## src/rtl/uart_num_parser.sv

```systemverilog
// Parses ASCII signed decimal integers from a UART byte stream into a FWFT FIFO
// of values and end-of-row markers, popped downstream through valid/ready.
module uart_num_parser #(
    parameter int DATA_WIDTH = 16,
    parameter int FIFO_DEPTH = 8
) (
    input  logic                          clk,
    input  logic                          rst_n,
    input  logic [7:0]                    rx_data,
    input  logic                          rx_valid,
    output logic [DATA_WIDTH-1:0]         num_data,
    output logic                          num_eol,
    output logic                          num_valid,
    input  logic                          num_ready,
    output logic [$clog2(FIFO_DEPTH):0]   fifo_count,
    output logic                          parse_err,
    output logic                          sat,
    output logic                          overflow
);
    localparam int PW    = $clog2(FIFO_DEPTH);
    localparam int ACC_W = DATA_WIDTH + 1;
    localparam int MUL_W = ACC_W + 4;
    localparam logic [ACC_W-1:0] ACC_LIM = ACC_W'(1) << (DATA_WIDTH - 1);
    localparam logic [ACC_W-1:0] POS_MAX = ACC_LIM - ACC_W'(1);

    // Downstream handshake: an entry transfers on any cycle where num_valid && num_ready.
    typedef enum logic [2:0] {S_IDLE, S_SIGN, S_DIGIT, S_EOL, S_ERROR} state_t;
    state_t state, state_d;

    logic [ACC_W-1:0] acc, acc_d;
    logic             neg, neg_d, clamped, clamped_d, line_has_data, lhd_d;
    logic             push_req, push_eol, push_sat, perr;
    logic [DATA_WIDTH-1:0] push_data;

    logic       is_digit, is_minus, is_sep, is_lend;
    logic [3:0] dval;
    logic [MUL_W-1:0] acc_mul;
    logic [ACC_W-1:0] neg_mag;

    assign is_digit = (rx_data >= 8'h30) && (rx_data <= 8'h39);
    assign is_minus = (rx_data == 8'h2D);
    assign is_sep   = (rx_data == 8'h20) || (rx_data == 8'h2C) || (rx_data == 8'h09);
    assign is_lend  = (rx_data == 8'h0D) || (rx_data == 8'h0A);
    assign dval     = rx_data[3:0];
    assign acc_mul  = MUL_W'(acc) * MUL_W'(10) + MUL_W'(dval);
    assign neg_mag  = ACC_W'(0) - acc;

    // clamped remembers that the digit string ever exceeded the magnitude limit,
    // which distinguishes "-32768" (exact) from "-40000" (clamped).
    always_comb begin
        push_data = '0;
        push_sat  = 1'b0;
        if (neg) begin
            push_data = neg_mag[DATA_WIDTH-1:0];
            push_sat  = clamped;
        end else if (acc > POS_MAX) begin
            push_data = POS_MAX[DATA_WIDTH-1:0];
            push_sat  = 1'b1;
        end else begin
            push_data = acc[DATA_WIDTH-1:0];
        end
    end

    always_comb begin
        state_d   = state;
        acc_d     = acc;
        neg_d     = neg;
        clamped_d = clamped;
        lhd_d     = line_has_data;
        push_req  = 1'b0;
        push_eol  = 1'b0;
        perr      = 1'b0;
        case (state)
            S_IDLE: if (rx_valid) begin
                if (is_digit) begin
                    acc_d = ACC_W'(dval); neg_d = 1'b0; clamped_d = 1'b0; state_d = S_DIGIT;
                end else if (is_minus) begin
                    neg_d = 1'b1; state_d = S_SIGN;
                end else if (is_lend) begin
                    state_d = line_has_data ? S_EOL : S_IDLE;
                end else if (!is_sep) begin
                    perr = 1'b1; state_d = S_ERROR;
                end
            end
            S_SIGN: if (rx_valid) begin
                if (is_digit) begin
                    acc_d = ACC_W'(dval); clamped_d = 1'b0; state_d = S_DIGIT;
                end else if (is_sep) begin
                    perr = 1'b1; state_d = S_IDLE;
                end else if (is_lend) begin
                    perr = 1'b1; state_d = line_has_data ? S_EOL : S_IDLE;
                end else begin
                    perr = 1'b1; state_d = S_ERROR;
                end
            end
            S_DIGIT: if (rx_valid) begin
                if (is_digit) begin
                    if (acc_mul > MUL_W'(ACC_LIM)) begin
                        acc_d = ACC_LIM; clamped_d = 1'b1;
                    end else begin
                        acc_d = acc_mul[ACC_W-1:0];
                    end
                end else if (is_sep || is_lend) begin
                    push_req = 1'b1; lhd_d = 1'b1;
                    state_d  = is_lend ? S_EOL : S_IDLE;
                end else begin
                    perr = 1'b1; state_d = S_ERROR;
                end
            end
            S_EOL: begin
                push_req = 1'b1; push_eol = 1'b1; lhd_d = 1'b0; state_d = S_IDLE;
            end
            S_ERROR: if (rx_valid) begin
                if (is_sep) state_d = S_IDLE;
                else if (is_lend) state_d = line_has_data ? S_EOL : S_IDLE;
            end
            default: state_d = S_IDLE;
        endcase
    end

    logic [PW-1:0]   wr_ptr, rd_ptr;
    logic            full, do_pop, do_push;
    logic [DATA_WIDTH:0] mem [FIFO_DEPTH];

    assign full      = (fifo_count == (PW+1)'(FIFO_DEPTH));
    assign num_valid = (fifo_count != '0);
    assign do_pop    = num_valid && num_ready;
    assign do_push   = push_req && (!full || do_pop);
    assign num_data  = num_valid ? mem[rd_ptr][DATA_WIDTH-1:0] : '0;
    assign num_eol   = num_valid && mem[rd_ptr][DATA_WIDTH];

    always_ff @(posedge clk or negedge rst_n) begin
        if (!rst_n) begin
            state         <= S_IDLE;
            acc           <= '0;
            neg           <= 1'b0;
            clamped       <= 1'b0;
            line_has_data <= 1'b0;
            wr_ptr        <= '0;
            rd_ptr        <= '0;
            fifo_count    <= '0;
            parse_err     <= 1'b0;
            sat           <= 1'b0;
            overflow      <= 1'b0;
        end else begin
            state         <= state_d;
            acc           <= acc_d;
            neg           <= neg_d;
            clamped       <= clamped_d;
            line_has_data <= lhd_d;
            parse_err     <= perr;
            sat           <= push_req && !push_eol && push_sat;
            overflow      <= push_req && !do_push;
            if (do_push) wr_ptr <= wr_ptr + 1'b1;
            if (do_pop)  rd_ptr <= rd_ptr + 1'b1;
            case ({do_push, do_pop})
                2'b10:   fifo_count <= fifo_count + 1'b1;
                2'b01:   fifo_count <= fifo_count - 1'b1;
                default: fifo_count <= fifo_count;
            endcase
        end
    end

    // Marker entries carry data 0 so the head value reads 0 for them.
    always_ff @(posedge clk) begin
        if (do_push) mem[wr_ptr] <= {push_eol, (push_eol ? {DATA_WIDTH{1'b0}} : push_data)};
    end
endmodule

```

## config.mk

```make
export PLATFORM = sky130hd
export DESIGN_NAME = uart_num_parser
export DESIGN_NICKNAME = d
export VERILOG_FILES = /design/src/rtl/uart_num_parser.sv
export SDC_FILE = /design/constraint.sdc
export NUM_CORES = 1
export LEC_CHECK = 0
export CAP_MARGIN = 20
export CORE_MARGIN = 8
export CORE_UTILIZATION = 23
export CTS_CLUSTER_DIAMETER = 60
export CTS_CLUSTER_SIZE = 8
export DETAILED_ROUTE_END_ITERATION = 16
export SLEW_MARGIN = 20
export SYNTH_ARGS = -nofsm -noshare
export SYNTH_HDL_FRONTEND = slang
export SYNTH_SLANG_ARGS = --single-unit
```

## constraint.sdc

```tcl
create_clock -name clk -period 3.6 [get_ports clk]
set_input_delay 0.72 -clock clk [delete_from_list [all_inputs] [get_ports clk]]
set_output_delay 0.72 -clock clk [all_outputs]
set_load 0.01 [all_outputs]
```

==> impl_metrics.py, run 1 <==
metrics = {
    "routing": {
        "ant_nets": 0,
        "routed_wl_um": 21000,
        "drt_iter0_markers": 428,
        "drc": 0,
        "vias": 6082,
        "via_per_inst": 4.47,
        "wl_per_cell_um": 15.4,
        "first_pass_iters": 5,
    },
    "global_route": {
        "grt.total_usage_pct": 9.01,
        "grt_max_degree": 37,
        "grt_pass1_vias": 6075,
        "grt_pass1_wl_um": 33700,
        "antenna_found_initial": 0,
        "grt_overflow": 0,
    },
    "clocking": {
        "clkTransAtPathRegs_ns": 0.07,
        "cts.sinks": 172,
        "root_buffer": "clkbuf_16",
        "insertion_delay_ns": 0.43,
        "cts_buffers": 17,
        "clock_path_buffers": 2,
        "tritoncts": "yes",
        "cts_max_level": 4,
    },
    "synth": {
        "syn_avg_cell_area_um2": 13.1,
        "synth_seq_area_share_pct": 54.6,
        "async_flop_share_pct": 20.9,
        "synth_nets": 753,
        "synth_most_common_cell": "edfxtp_1",
        "yosys_most_used_dff": "edfxtp_1",
        "synth_cells": 699,
        "ys_top_cells_by_area": "edfxtp_1 45%, dfrtp_1 9.9%, mux4_2 8.4%",
        "synth_top_cell_by_area": "edfxtp_1",
        "syn_area_um2": 9130,
        "synth_warnings": 0,
        "synth.top_cell.area_share_pct": 44.8,
        "ys_types": 83,
        "ys_seq_elements": 172,
        "synth_common_cells": "136 x edfxtp_1, 58 x nor2_1, 42 x a21oi_1",
        "synth_edf_count": 136,
    },
    "floorplan": {
        "core_um2": 39500,
        "die_x_um": 215,
        "initial_core_util_pct": 23.1,
        "rows": 73,
        "die_h_um": 215,
        "num_io_pins": 37,
        "fp.dieArea_um2": 46300,
    },
    "timing": {
        "finClkSkew_ns": 0.00964,
        "tightestPinTransition_ns": 0.988,
        "rsz0062_at_grt": "true",
        "whs_ns": 0.376,
        "layout_min_cycle_time_ns": 3.51,
        "slew_headroom_pct": 33.7,
        "setup_violations": 0,
        "period_share_pct": 97.6,
        "fmax_ghz": 0.285,
        "hold_viol_final": 0,
        "slew_viol_final": 0,
    },
    "setup_path": {
        "required_ns": 3.97,
        "cp_slowest_stage_delay_ns": 0.41,
        "crit_chain": "ha_1 -> ha_2 -> inv_2 -> fa_2 -> nand2b_4 -> a211o_4 -> a41o_1 -> a31oi_4 -> and4bb_1 -> and4_4 -> o211ai_4 -> buf_4 -> a2111oi_4 -> o22a_1",
        "critPathCaptureType": "flop",
        "startpoint_type": "flop",
        "cp.arrival_ns": 3.88,
        "critPathSlowestCell": "dfrtp_1",
        "cp_max_fo": 4,
        "timing_worst_setup_path_type": "reg -> reg",
    },
    "power": {
        "ir_drop_mv": 0.402,
        "power.leakage_nw": 4.30,
        "p_per_area_nw_per_um2": 616,
    },
    "place": {
        "place.gp.congestion": 0.790,
        "io_buffers": 36,
        "dp_cells": 1321,
        "dpl.hpwl_um": 15600,
    },
    "hold_path": {
        "min_path_type": "in -> async",
    },
    "layout": {
        "diodes": 0,
        "drive_gt1_share_pct": 25.0,
        "stdcell_count": 1360,
        "fin_nets": 876,
        "area_growth_pct": 25.3,
    },
    "outcome": {
        "status": "finished clean",
    },
    "run": {
        "maxCapViolCount": 0,
    },
}
-- worst max-delay path, delay by kind of cell, from the launching register on --
kind | cells | cell delay, ns
fa+ha+maj | 3 | 0.81
flops | 1 | 0.41
buf+inv | 2 | 0.23
compound gates | 6 | 1.32
simple gates | 3 | 0.70
-- stage by stage --
| step | power (mW) | utilization, % | area [µm²] | TNS [ns] | worst slack, ns |
|---|---|---|---|---|---|
| after floorplan | 4.20 | - | 9140 | 0 | 0.0320 |
| after global placement | 5.26 | 27.2 | 10700 | -0.723 | -0.0905 |
| after detailed placement | 5.29 | 27.2 | 10700 | -1.97 | -0.171 |
| after CTS | 7.07 | 28.7 | 11300 | 0 | 0.00217 |
| after global routing | 7.47 | 29.0 | 11400 | -0.254 | -0.0444 |
| final | 7.05 | 29.0 | 11400 | 0 | 0.0852 |
-- final cells by class --
type / instances / area [µm²]
fillers: 4019 / 28000
well taps: 525 / 657
multi-input cells: 480 / 4050
clock buffers: 17 / 425
inverters: 18 / 67.6
clock inverters: 15 / 143
flip-flops and latches: 172 / 4990
repair buffers: 133 / 1100
-- kinds of logic (layout without fill, tap and decap cells) --
family	Yosys count	after routing	share of synthesized area (%)
AOI/OAI and AO/OA	134	135	10.2
xor gates and xnor gates	35	35	3.61
adders and majority gates	42	42	6.01
buffers and inverters	48	183	2.18
DFF	172	172	54.6
muxes	58	58	11.1
and+or+nand+nor	210	210	12.3
-- path summary, 6_finish.rpt --
check	start	end	slack, ns	cells after the start
worst min register to register	clamped	clamped	0.55	1
max in group asynchronous	rst_n	rd_ptr[0]	2.64	1
worst max register to register	acc[1]	acc[2]	0.09	14
min in group clk	clamped	clamped	0.55	1
worst min-delay path	rst_n	state[1]	0.38	1
worst max-delay path	acc[1]	acc[2]	0.09	14
-- power by group --
part	leakage [nW]	switching (mW)	internal, mW
logic	2.27	1.38	1.40
registers	1.75	0.182	2.32
clock network	0.283	0.836	0.923
-- routing by layer --
metal	vias up	routed length, µm	track usage [%]
met2	99	10100	15.0
met1	3000	9880	11.9
met3	18	868	2.02
met5	-	0	0
met4	0	170	1.86
li1	2965	-	-
-- registers in the layout, indices dropped and copies added, names as in the netlist --
signal and flops:
wr_ptr 3, acc 17, mem 136, fifo_count 4
rd_ptr 3, sat 1, line_has_data 1, clamped 1
parse_err 1, overflow 1, state 3, neg 1
-- cells in the final DEF (no fill, tap or decap), types with 3 or more instances in the layout --
cell,Yosys,final
or4_1,3,3
nor4_1,4,4
xor2_1,15,15
mux2i_1,22,22
nand3b_1,3,3
clkdlybuf4s50_1,0,35
edfxtp_1,136,136
o21a_1,4,4
or3_1,5,5
dfrtp_1,36,35
ha_1,39,37
clkbuf_16,0,17
a211oi_1,5,5
and4_1,4,3
buf_4,0,95
nand2_1,41,40
o21ai_0,28,28
mux4_2,34,34
inv_1,18,17
a21oi_1,42,38
nand4_1,6,6
nor2_1,58,57
o31ai_1,4,4
nor4b_1,3,3
nor3_1,24,22
nor2b_1,5,5
and2_1,5,5
o211ai_1,4,4
inv_8,0,5
nand2b_1,7,6
xnor2_1,17,17
inv_6,0,6
a21oi_2,3,7
or2_2,3,3
nand3_1,20,20
and3_1,3,3
a32o_1,8,8
-- what timing repair did --
item | in CTS | in global routing
cloned | 0 | 1
hold buffers | 0 | 0
setup endpoints to repair | 9 | 16
pin swaps | 5 | 13
gates resized for setup | 3 | 15
setup buffers | 1 | 5
Power figures use the tool's default switching activity.
==> run 2, diff against run 1 <==
- SETUP_SLACK_MARGIN: not set -> 0.02
==> impl_metrics.py, run 2 (synthesis gave the netlist of run 1 again) <==
metrics = {
    "routing": {
        "drc": 0,
        "vias": 6103,
        "via_per_inst": 4.49,
        "routed.top_layer": "met4",
        "ant_nets": 0,
        "drt_iter0_markers": 392,
        "first_pass_iters": 5,
        "met1Wirelength_um": 9890,
        "wl_met2_um": 10100,
        "routed_wl_um": 21000,
        "wl_per_cell_um": 15.5,
        "wl_met3_um": 910,
    },
    "place": {
        "place.gp.congestion": 0.790,
        "dpl.hpwl_um": 15600,
        "dp_slack_ns": -0.171,
        "io_buffers": 36,
    },
    "clocking": {
        "clkTransAtPathRegs_ns": 0.07,
        "insertion_delay_ns": 0.43,
        "clock_path_buffers": 2,
        "cts_max_level": 4,
        "tritoncts": "yes",
        "cts.sinks": 172,
        "cts_buffers": 17,
        "root_buffer": "clkbuf_16",
        "hold_buffers": 0,
    },
    "global_route": {
        "grt_overflow": 0,
        "antenna_found_initial": 0,
        "grt_pass1_wl_um": 33800,
        "grt_pass1_vias": 6087,
        "grt_max_degree": 37,
        "grt.total_usage_pct": 9.02,
    },
    "timing": {
        "setup_violations": 0,
        "layout_min_cycle_time_ns": 3.51,
        "whs_ns": 0.390,
        "tns_ns": 0,
        "tightestPinTransition_ns": 0.988,
        "fin_ws_ns": 0.0892,
        "hold_viol_final": 0,
        "rsz0062_at_grt": "true",
        "slew_headroom_pct": 33.7,
        "period_share_pct": 97.5,
        "slew_viol_final": 0,
        "fmax_ghz": 0.285,
        "finClkSkew_ns": 0.00915,
    },
    "setup_path": {
        "path_delay_family": "compound AO/OA/AOI/OAI gates",
        "crit_chain": "ha_1 -> ha_2 -> inv_2 -> fa_2 -> nand2b_4 -> a211o_4 -> a41o_1 -> a31oi_4 -> and4bb_1 -> and4_4 -> o211ai_4 -> buf_4 -> a2111oi_4 -> o22a_1",
        "cp_max_fo": 4,
        "reg2reg_slack_ns": 0.09,
        "worst-path-buf-inv": 2,
        "critPathSlowestCell": "dfrtp_1",
        "startpoint_type": "flop",
        "required_ns": 3.97,
        "r2r_end": "acc[2]",
        "critPathCaptureType": "flop",
        "cp_slowest_stage_delay_ns": 0.41,
        "timing_worst_setup_path_type": "reg -> reg",
        "r2r_cells": 14,
        "cp.arrival_ns": 3.88,
        "r2r-start": "acc[1]",
    },
    "layout": {
        "fillCellCount": 4019,
        "top_register": "mem",
        "layout_commonest_cell": "edfxtp_1",
        "area.sequential_um2": 4990,
        "final_cell_mix": "136 x edfxtp_1, 95 x buf_4, 57 x nor2_1",
        "reg_top3": "mem x136, acc x17, fifo_count x4",
        "diodes": 0,
        "drive_gt1_share_pct": 25.0,
        "area_growth_pct": 25.3,
        "largest_reg_flops": 136,
        "finish.utilization_pct": 29.0,
        "multiInputGateArea_um2": 4050,
        "fin_nets": 876,
    },
    "floorplan": {
        "num_io_pins": 37,
        "fp.dieArea_um2": 46300,
        "core_um2": 39500,
        "die_x_um": 215,
        "initial_core_util_pct": 23.1,
        "rows": 73,
        "die_h_um": 215,
    },
    "power": {
        "power.leakage_nw": 4.30,
        "p_per_area_nw_per_um2": 616,
        "power_mw": 7.05,
        "ir_drop_mv": 0.402,
    },
    "run": {
        "maxCapViolCount": 0,
    },
    "hold_path": {
        "min_path_type": "in -> async",
    },
    "outcome": {
        "status": "finished clean",
    },
}
run 2: cell counts in the layout (fill, tap and decap cells not counted):
No cell type changed its count.
run 2: worst max-delay path by stage:
stage                     startpoint       endpoint  slack, ns  cells after the start
final                         acc[1]         acc[2]       0.09                     14
after global routing          acc[3]         acc[1]      -0.04                     14
after CTS                     acc[1]        acc[12]       0.03                     14
after detailed placement  rx_data[1]         acc[2]      -0.17                     12
after global placement    rx_data[3]  fifo_count[3]      -0.09                     14
after floorplan           rx_data[4]      mem[5][0]       0.03                      9
run 2: through the flow:
stage / std cells / cell area (µm²)
2_1_floorplan: 699 / 9140
3_3_place_gp: 1321 / 10700
3_5_place_dp: 1321 / 10700
4_1_cts: 1354 / 11300
5_1_grt: 1360 / 11400
6_report: 1360 / 11400
run 2: power by group:
group	switching [mW]	leakage (nW)	internal, mW
clock network	0.837	0.283	0.923
logic	1.38	2.27	1.40
registers	0.182	1.75	2.32
run 2: per-layer routing:
| layer | vias to the layer above | GRT usage, % |
|---|---|---|
| met1 | 3013 | 11.9 |
| met3 | 18 | 2.02 |
| met2 | 111 | 15.0 |
| li1 | 2961 | - |
| met4 | 0 | 1.86 |
| met5 | - | 0 |
run 2: cell type report:
cell class / count / share of cell area [%]
timing repair buffer: 133 / 9.62
multi-input combinational: 480 / 35.5
clock inverter: 15 / 1.25
clock buffer: 17 / 3.72
inverter: 18 / 0.591
tap: 525 / 5.75
sequential: 172 / 43.6
run 2: timing repair:
item	CTS	global route
setup buffers	1	5
gates cloned	0	1
pin swaps	6	16
endpoints found under the setup margin	10	16
gates resized for setup	4	14
